### config.mk
export PLATFORM = sky130hd
export DESIGN_NAME = alu_bus_sequencer
export DESIGN_NICKNAME = d
export VERILOG_FILES = /design/src/rtl/alu_bus_sequencer_pkg.sv /design/src/rtl/alu_result_capture.sv /design/src/rtl/alu_bus_sequencer.sv
export SDC_FILE = /design/constraint.sdc
export NUM_CORES = 1
export LEC_CHECK = 0
export CORE_MARGIN = 2
export CORE_UTILIZATION = 52
export DETAILED_ROUTE_END_ITERATION = 16
export GPL_TIMING_DRIVEN = 0
export PLACE_DENSITY_LB_ADDON = 0.08
export SLEW_MARGIN = 15
export SYNTH_ARGS = -nofsm -noshare
export SYNTH_HDL_FRONTEND = slang
export SYNTH_SLANG_ARGS = --single-unit
export TNS_END_PERCENT = 10
### constraint.sdc
create_clock -name clk -period 3.5 [get_ports clk]
set_input_delay 0.875 -clock clk [delete_from_list [all_inputs] [get_ports clk]]
set_output_delay 0.875 -clock clk [all_outputs]
set_load 0.1 [all_outputs]
### src/rtl/alu_bus_sequencer_pkg.sv
// Shared encodings for the ALU bus sequencer: op codes, status codes, FSM state indices.
package alu_bus_sequencer_pkg;

    typedef enum logic [1:0] {
        OP_ADD = 2'b00,
        OP_SUB = 2'b01,
        OP_MUL = 2'b10,
        OP_DIV = 2'b11
    } op_e;

    typedef enum logic [1:0] {
        ST_OK      = 2'b00,
        ST_TIMEOUT = 2'b01,
        ST_PROTO   = 2'b10
    } st_e;

    localparam int unsigned NUM_STATES = 6;
    localparam int unsigned IDX_IDLE   = 0;
    localparam int unsigned IDX_LOAD0  = 1;
    localparam int unsigned IDX_LOAD1  = 2;
    localparam int unsigned IDX_LOAD2  = 3;
    localparam int unsigned IDX_WAIT   = 4;
    localparam int unsigned IDX_RESP   = 5;

    // mul and div return a Q word as well as an A word
    function automatic logic op_needs_q(op_e op);
        return (op == OP_MUL) || (op == OP_DIV);
    endfunction

endpackage

### src/rtl/alu_result_capture.sv
// Captures pushed A/Q words one cycle after their strobes and flags protocol violations.
module alu_result_capture
    import alu_bus_sequencer_pkg::*;
#(
    parameter int unsigned WIDTH = 8
) (
    input  logic             clk,
    input  logic             reset,
    input  logic             clear,
    input  logic             active,
    input  op_e              op,
    input  logic             push_a,
    input  logic             push_q,
    input  logic             early_end,
    input  logic [WIDTH-1:0] outbus,
    output logic [WIDTH-1:0] cap_a,
    output logic [WIDTH-1:0] cap_q,
    output logic             all_seen_c,
    output logic             err_c
);

    logic need_q;
    logic a_hit;
    logic q_hit;
    logic pend_a_q;
    logic pend_q_q;
    logic seen_a_q;
    logic seen_q_q;
    logic err_q;

    assign need_q = op_needs_q(op);
    assign a_hit  = push_a & active;
    assign q_hit  = push_q & active;

    // Sticky error plus anything detected this cycle, so a same-cycle END sees it
    assign err_c = err_q
                 | (a_hit & seen_a_q)
                 | (q_hit & seen_q_q)
                 | (q_hit & ~need_q)
                 | early_end;

    assign all_seen_c = seen_a_q & (seen_q_q | ~need_q);

    always_ff @(posedge clk) begin
        if (!reset || clear) begin
            pend_a_q <= 1'b0;
            pend_q_q <= 1'b0;
            seen_a_q <= 1'b0;
            seen_q_q <= 1'b0;
            err_q    <= 1'b0;
            cap_a    <= '0;
            cap_q    <= '0;
        end else begin
            pend_a_q <= a_hit;
            pend_q_q <= q_hit & need_q;
            seen_a_q <= seen_a_q | a_hit;
            seen_q_q <= seen_q_q | (q_hit & need_q);
            err_q    <= err_c;
            // Captures are dropped once the response is being presented
            if (pend_a_q && active) begin
                cap_a <= outbus;
            end
            if (pend_q_q && active) begin
                cap_q <= outbus;
            end
        end
    end

endmodule

### src/rtl/alu_bus_sequencer.sv
// Host-side driver of the ALU control unit INBUS/OUTBUS protocol: request in, operands
// serialized onto INBUS, pushed A/Q words collected from OUTBUS, one response out.
module alu_bus_sequencer
    import alu_bus_sequencer_pkg::*;
#(
    parameter int unsigned WIDTH          = 8,
    parameter int unsigned TIMEOUT_CYCLES = 255
) (
    input  logic             clk,
    input  logic             reset,
    input  logic             req_valid,
    output logic             req_ready,
    input  logic [1:0]       req_op,
    input  logic [WIDTH-1:0] req_a,
    input  logic [WIDTH-1:0] req_x,
    input  logic [WIDTH-1:0] req_y,
    output logic             rsp_valid,
    input  logic             rsp_ready,
    output logic [WIDTH-1:0] rsp_a,
    output logic [WIDTH-1:0] rsp_q,
    output logic [1:0]       rsp_status,
    output logic             BEGIN,
    output logic [1:0]       op_code,
    output logic [WIDTH-1:0] inbus,
    input  logic [WIDTH-1:0] outbus,
    input  logic             push_a,
    input  logic             push_q,
    input  logic             END
);

    localparam int unsigned CNT_W = $clog2(TIMEOUT_CYCLES + 1);

    localparam logic [NUM_STATES-1:0] S_IDLE  = 6'b000001;
    localparam logic [NUM_STATES-1:0] S_LOAD0 = 6'b000010;
    localparam logic [NUM_STATES-1:0] S_LOAD1 = 6'b000100;
    localparam logic [NUM_STATES-1:0] S_LOAD2 = 6'b001000;
    localparam logic [NUM_STATES-1:0] S_WAIT  = 6'b010000;
    localparam logic [NUM_STATES-1:0] S_RESP  = 6'b100000;

    logic [NUM_STATES-1:0] state_q;
    logic [NUM_STATES-1:0] state_d;
    op_e                   op_q;
    logic [WIDTH-1:0]      a_q;
    logic [WIDTH-1:0]      x_q;
    logic [WIDTH-1:0]      y_q;
    logic [CNT_W-1:0]      cnt_q;
    st_e                   status_q;
    st_e                   status_d;

    logic accept;
    logic in_wait;
    logic active;
    logic in_op;
    logic timeout_hit;
    logic early_end_c;
    logic all_seen_c;
    logic err_c;

    assign accept      = state_q[IDX_IDLE] & req_valid;
    assign in_wait     = state_q[IDX_WAIT];
    assign active      = state_q[IDX_LOAD1] | state_q[IDX_LOAD2] | in_wait;
    assign in_op       = state_q[IDX_LOAD0] | active;
    assign timeout_hit = in_wait & (cnt_q == CNT_W'(TIMEOUT_CYCLES));
    // END anywhere in the operation before every expected push was scheduled
    assign early_end_c = END & in_op & ~(in_wait & all_seen_c);

    always_ff @(posedge clk) begin
        if (!reset) begin
            state_q <= S_IDLE;
        end else begin
            state_q <= state_d;
        end
    end

    always_comb begin
        state_d  = state_q;
        status_d = status_q;
        case (state_q)
            S_IDLE: begin
                if (req_valid) begin
                    state_d  = S_LOAD0;
                    status_d = ST_OK;
                end
            end
            S_LOAD0: state_d = S_LOAD1;
            S_LOAD1: state_d = (op_q == OP_DIV) ? S_LOAD2 : S_WAIT;
            S_LOAD2: state_d = S_WAIT;
            S_WAIT: begin
                if (END || timeout_hit) begin
                    state_d = S_RESP;
                    if (err_c) begin
                        status_d = ST_PROTO;
                    end else if (END) begin
                        status_d = ST_OK;
                    end else begin
                        status_d = ST_TIMEOUT;
                    end
                end
            end
            S_RESP: begin
                if (rsp_ready) begin
                    state_d = S_IDLE;
                end
            end
            default: state_d = S_IDLE;
        endcase
    end

    // Request latch, timeout counter and response status
    always_ff @(posedge clk) begin
        if (!reset) begin
            op_q     <= OP_ADD;
            a_q      <= '0;
            x_q      <= '0;
            y_q      <= '0;
            cnt_q    <= '0;
            status_q <= ST_OK;
        end else begin
            status_q <= status_d;
            if (accept) begin
                op_q  <= op_e'(req_op);
                a_q   <= req_a;
                x_q   <= req_x;
                y_q   <= req_y;
                cnt_q <= '0;
            end else if (in_op) begin
                cnt_q <= cnt_q + CNT_W'(1);
            end
        end
    end

    alu_result_capture #(
        .WIDTH(WIDTH)
    ) u_capture (
        .clk       (clk),
        .reset     (reset),
        .clear     (accept),
        .active    (active),
        .op        (op_q),
        .push_a    (push_a),
        .push_q    (push_q),
        .early_end (early_end_c),
        .outbus    (outbus),
        .cap_a     (rsp_a),
        .cap_q     (rsp_q),
        .all_seen_c(all_seen_c),
        .err_c     (err_c)
    );

    assign req_ready  = state_q[IDX_IDLE];
    assign rsp_valid  = state_q[IDX_RESP];
    assign BEGIN      = state_q[IDX_LOAD0];
    assign op_code    = in_op ? op_q : OP_ADD;
    assign rsp_status = status_q;

    // Operand load order: div sends A, Q, M; the others send A/Q then M
    always_comb begin
        inbus = '0;
        if (state_q[IDX_LOAD0]) begin
            inbus = (op_q == OP_DIV) ? a_q : x_q;
        end else if (state_q[IDX_LOAD1]) begin
            inbus = (op_q == OP_DIV) ? x_q : y_q;
        end else if (state_q[IDX_LOAD2]) begin
            inbus = y_q;
        end
    end

endmodule

==> results.tsv <==
stage	metric	value	unit
outcome	status	finished, final reports clean	
routing	wl_per_cell	14.4	µm
timing	fin_setup_tns	0	ns
pwr	power.total	1.48	mW
timing	min_period	3.27	ns
finish	drive_gt1_share	10.2	%
worst_hold_path	worst_hold_startpoint	u_capture.seen_q_q	
clocking	htreeDepth	3	
synthesis	async_flop_share	0	%
floorplan	fp.dieW	75.8	µm
clocking	cts_hold_buf	0	
floorplan	coreArea	5040	µm²
timing	slew_headroom	34.4	%
clocking	post-cts-setup-buffers	0	
finish	nNetsFinal	413	
synthesis	synth_edf_count	0	
setup_path	crit_required	2.62	ns
setup_path	crit_path_max_fanout	10	
grt	antenna_found_initial	0	
job	drv_cap	0	
synthesis	synth_cell_types	50	
grt	grt_pass1_vias	2274	
synthesis	syn_area	2680	µm²
synthesis	netlist.area_leader.share	47.1	%
pwr	p_leak	1.44	nW
clocking	clkTransAtPathRegs	0.06	ns
timing	rsz0062_at_grt	false	
setup_path	crit_arrival	2.40	ns
synthesis	mappedNetlistNets	331	
grt	grt-ovfl-total	0	
synthesis	synth-main-ff-cell	dfxtp_1	
floorplan	die_h	75.8	µm
timing	fmax	306	MHz
setup_path	path_cells	buf_6 -> nand3_2 -> o21ai_0 -> a221o_1 -> clkdlybuf4s15_2	
timing	finalSetupViolCount	0	
floorplan	dieArea	5740	µm²
finish	fin_util	72.2	%
synthesis	avgSynthCellArea	9.26	µm²
finish	layout_commonest_cell	dfxtp_1	
finish	syn2layout_area_growth	36.0	%
clocking	cts-root-buf	clkbuf_8	
synthesis	ys_seq_elements	63	
synthesis	yosysSeqAreaShare	47.1	%
placed_design	hpwl	4840	µm
clocking	cts_buffer_depth	2	
worst_hold_path	hold_depth	1	
setup_path	startpoint_type	register	
synthesis	syn_inst	289	
floorplan	io_pins	72	
grt	grt_pass1_wl	10000	µm
routing	drt-pass1-iter-count	4	
setup_path	worstSetupPathType	reg -> out	
timing	fin_skew	0.00727	ns
clocking	cts_resized	22	
floorplan	placementRows	26	
setup_path	cpPeakStageDelay	0.59	ns
setup_path	critPathSlowestCell	o21ai_0	
floorplan	start_util	53.1	%
timing	finalHoldViolCount	0	
placed_design	port_buffers	71	
setup_path	reg2reg_to	rsp_status[1]	
synthesis	yosysWarnings	0	
setup_path	reg2reg_from	cnt_q[0]	
synthesis	synth_area_leader_cell	dfxtp_1	
routing	drt-initial-drc-count	83	
pwr	ir_worst_vdd	0.268	mV
worst_hold_path	whs_endpoint	u_capture.seen_q_q	
worst_hold_path	hp-class	reg -> reg	
grt	grt_usage	23.3	%
placed_design	gp_congestion	0.860	
setup_path	rr_worst_depth	5	
setup_path	r2r_slack	1.87	ns
clocking	cts_tree	built	
finish	antennaDiodeCount	0	
grt	grt_max_degree	11	
setup_path	worstSetupEndpointType	output pin	
timing	tightest_slew	0.982	ns
timing	period_share	93.5	%
finish	final_cell_mix	dfxtp_1, clkdlybuf4s50_1, nand2_1	
pwr	pwr_density_cell	406	nW/µm²
timing	hold_slack	0.449	ns
routing	dr_total_vias	2436	
clocking	cts.sinks	63	
clocking	clock_latency	0.32	ns
routing	routed_wl	6400	µm
clocking	cts_buffers	9	
routing	drcViolationCount	0	
timing	slew_viol_final	0	
routing	final_antenna_net_count	0	
synthesis	yosys-top-cells-area	dfxtp_1, a22o_1, nand2_1, a21oi_1, nand3_1	
routing	avgViaCountPerCell	5.49	
-- per-stage QoR --
step	cell area, µm²	cells	worst slack, ns
global route	3640	444	0.0476
detailed placement	3490	430	-0.0174
finish	3640	444	0.228
CTS	3650	444	0.00762
floorplan	2700	289	-0.428
global placement	3490	430	-0.0142
-- flip-flops by register name (all words and copies together), names as in the netlist --
| signal | flops |
|---|---|
| op_q | 2 |
| state_q | 6 |
| u_capture.cap_q | 8 |
| x_q | 8 |
| u_capture.pend_a_q | 1 |
| u_capture.pend_q_q | 1 |
| a_q | 8 |
| u_capture.err_q | 1 |
| cnt_q | 8 |
| u_capture.seen_a_q | 1 |
| u_capture.cap_a | 8 |
| y_q | 8 |
| rsp_status | 2 |
| u_capture.seen_q_q | 1 |
-- layout make-up --
cell class,instances,area [µm²]
fill,409,1400
multi-input combinational,202,1310
sequential,63,1260
timing repair buffer,71,713
clock buffer,12,135
buffer,21,110
tap,70,87.6
inverter,3,11.3
clock inverter,2,10.0
-- per-layer routing --
layer,up-vias,track usage (%),share of wire [%]
met5,-,0,0
met4,0,9.55,1.5
met3,9,6.75,6.2
met2,73,39.1,48
met1,1136,28.0,44
li1,1218,-,-
-- how the worst max path moves through the flow --
stage                           from  endpoint
final                     state_q[2]  inbus[4]
after global routing         op_q[1]  inbus[4]
after CTS                 state_q[1]  inbus[2]
after detailed placement  state_q[2]  inbus[5]
after global placement       op_q[1]  inbus[4]
after floorplan           state_q[1]  inbus[0]
-- synth_stat cells, types with 5 or more instances --
library cell  instances
dfxtp_1              63
and3_1                6
mux2i_1               7
buf_2                 7
a22o_1               25
nand3_1              18
nand2_1              31
nor2_1               15
o21ai_0              16
a21oi_1              20
o211ai_1              5
clkbuf_1              8
-- worst max-delay path: cells and delay by family, from the launching register on --
kind            cells  cell delay (ns)
compound gates      2             0.86
buf+inv             2             0.69
flops               1             0.33
simple gates        1             0.19
-- cells by family after synthesis --
| kind of cell | synth area share, % |
|---|---|
| AND/OR/NAND/NOR | 21.6 |
| AO/OA/AOI/OAI | 21.7 |
| flip-flops | 47.1 |
| buffers and inverters | 4.53 |
| multiplexers | 2.62 |
| XOR/XNOR | 1.96 |
| adder cells (fa/ha/maj) | 0.467 |
-- where the power goes --
group          internal, mW  switching [mW]  total (mW)
clock                 0.247           0.245       0.492
combinational        0.0957           0.128       0.223
sequential            0.745          0.0192       0.764
(Power assumes the default switching activity.)
==> RTL change (same flow settings) <==
`S_WAIT`: 6'b010000 -> 6'b001111.
--- a/src/rtl/alu_bus_sequencer.sv
+++ b/src/rtl/alu_bus_sequencer.sv
@@ -35,5 +35,5 @@
     localparam logic [NUM_STATES-1:0] S_LOAD1 = 6'b000100;
     localparam logic [NUM_STATES-1:0] S_LOAD2 = 6'b001000;
-    localparam logic [NUM_STATES-1:0] S_WAIT  = 6'b010000;
+    localparam logic [NUM_STATES-1:0] S_WAIT  = 6'b001111;
     localparam logic [NUM_STATES-1:0] S_RESP  = 6'b100000;
 
Check against the original RTL: not equivalent (a bounded check fails within 4 cycles, from zero or initial values and one cycle with reset low).
==> RTL change against the original RTL <==
- routed wire length decreased by 19%
- area after synthesis decreased by 20%
- total power decreased by 17%
- final area decreased by 18%
- largest cell class is now flip-flops and latches
- die area decreased by 19%
- sequential cell count decreased by 12
- worst setup slack got worse by 0.15 ns
- maximum frequency decreased by 4.3%
- first-iteration DRC count increased by 37%
==> RTL change: results (changes against the original RTL) <==
Worst setup path
Following the worst setup path forward leads to its endpoint at inbus[3]. On the critical path, the stage with the largest delay is an instance of dlygate4sd2_1. The critical register-to-register path endpoint is state_q[0]$_SDFFE_PN1P_. The count of cells along the worst register-to-register path was 4 (-1). The critical register-to-register path startpoint is state_q[5]$_SDFFE_PN0P_.

The slack of the worst reg-to-reg path is 2.00 ns (+0.13 ns).

STA
The maximum frequency from static timing analysis is 292 MHz (-4.3%). The worst-case headroom to the max-slew limit is 0.348 (+0.00328). The worst-case clock skew is 0.00805 ns (+0.000780 ns). The worst hold slack is 0.451 ns (+0.00261 ns).

Clocking
The post-cts resize count is 5 (-77%). The clock latency of the later-clocked register in the worst-skew pair is 0.30 ns (-0.02 ns). The number of buffers created by CTS is 5 (-4). The register clock-pin slew on the reported worst setup and hold paths is 0.09 ns (+0.03 ns). The number of H-tree branching levels is 2 (-1).

Drt
The number of vias in the routed layout came to 2,000 (-18%). The number of DRC markers after the initial detailed-route iteration is 114 (+37%). The routed length per placed instance is 14.6 um (+1.3%).

Placement
The post-detailed-placement cell area is 0.00290 sq mm (-17%). The quantity of I/O buffers inserted on ports is 70 (-1.4%). The routability congestion estimate came to 0.803 (-6.6%). The post-place setup slack is 0.166 ns (+0.183 ns).

Synthesis
The synthesized area per cell came to 9.44 sq um (+1.9%). The number of nets in the synthesized netlist was 267 (-19%). By count the netlist is led by dfxtp_1 (51), a22o_1 (26), a21oi_1 (25), nand2_1 (24), nand3_1 (18).

Cells and area
From synthesis to final layout, the design area changed by 40.1%. The number of nets in the layout came to 344 (-17%). The fill cell total of the finished layout is 331 (-19%).

The ratio of cells with drive above 1 in the final layout is 0.105 (+0.00366). The number of non-filler instances in the completed layout is 354 (-20%).

GRT
The global router's overall resource usage is 0.239 (+0.00606). The number of global-route vias before repair was 1,824 (-20%). The global-route wire length before repair is 8290 um (-17%).

Hold path
The path with the worst hold slack has its endpoint at rsp_status[0]$_SDFFE_PN0P_. The worst hold path startpoint is rsp_status[0]$_SDFFE_PN0P_.

Pwr
The reported leakage power came to 1.24 nW (-14%). The internal power of the cells came to 865 uW (-20%). The peak ir drop on the vdd network was 0.317 mV (+18%).

Run status
The run finished with clean final reports.
-- RTL change: changes by cell type in the layout (fill, tap and decap cells not counted), moves of 4 or more --
cell	delta
and3_1	+7
buf_2	+4
clkbuf_1	-7
dfxtp_1	-12
nand2_1	-7
a21oi_1	+5
clkdlybuf4s15_2	-6
o21ai_1	-6
o21ai_0	-11
a211oi_1	+7
nor2_1	-10
o211ai_1	-5
-- RTL change: worst max-delay path: cells and delay by family (launching register included) --
kind / cells / cell delay, ns
AND/OR/NAND/NOR: 2 / 0.45
buffers and inverters: 2 / 1.05
flip-flops: 1 / 0.50
AO/OA/AOI/OAI: 2 / 0.25
-- RTL change: cells by family after synthesis --
logic type	Yosys count	share of synthesized area
buffers and inverters	19	0.0469
and+or+nand+nor	75	0.185
AOI/OAI and AO/OA	72	0.246
DFF	51	0.479
muxes	9	0.0434
-- RTL change: area by class of cell --
cell class	count	area share
flip-flops and latches	51	0.342
multi-input cells	156	0.339
repair buffers	70	0.232
plain buffers	18	0.0322
clock buffers	6	0.0276
well taps	50	0.0209
clock inverters	2	0.00544
inverters	1	0.00126
-- RTL change: power by group through the flow --
| stage | sequential (mW) | clock [mW] | combinational (mW) |
|---|---|---|---|
| after floorplan | 0.650 | 0 | 0.151 |
| after global placement | 0.637 | 0 | 0.255 |
| after detailed placement | 0.638 | 0 | 0.256 |
| after CTS | 0.624 | 0.364 | 0.255 |
| after global routing | 0.628 | 0.388 | 0.269 |
| final | 0.625 | 0.355 | 0.254 |
-- RTL change: metal layers --
layer  part of all wire  wire [um]  global-route usage  up-vias
li1                   -          -                   -      995
met1               0.46       2360               0.299      924
met2               0.47       2410               0.400       75
met3              0.064        333              0.0625        6
met4              0.012         63              0.0800        0
met5                  0          0                   0        -
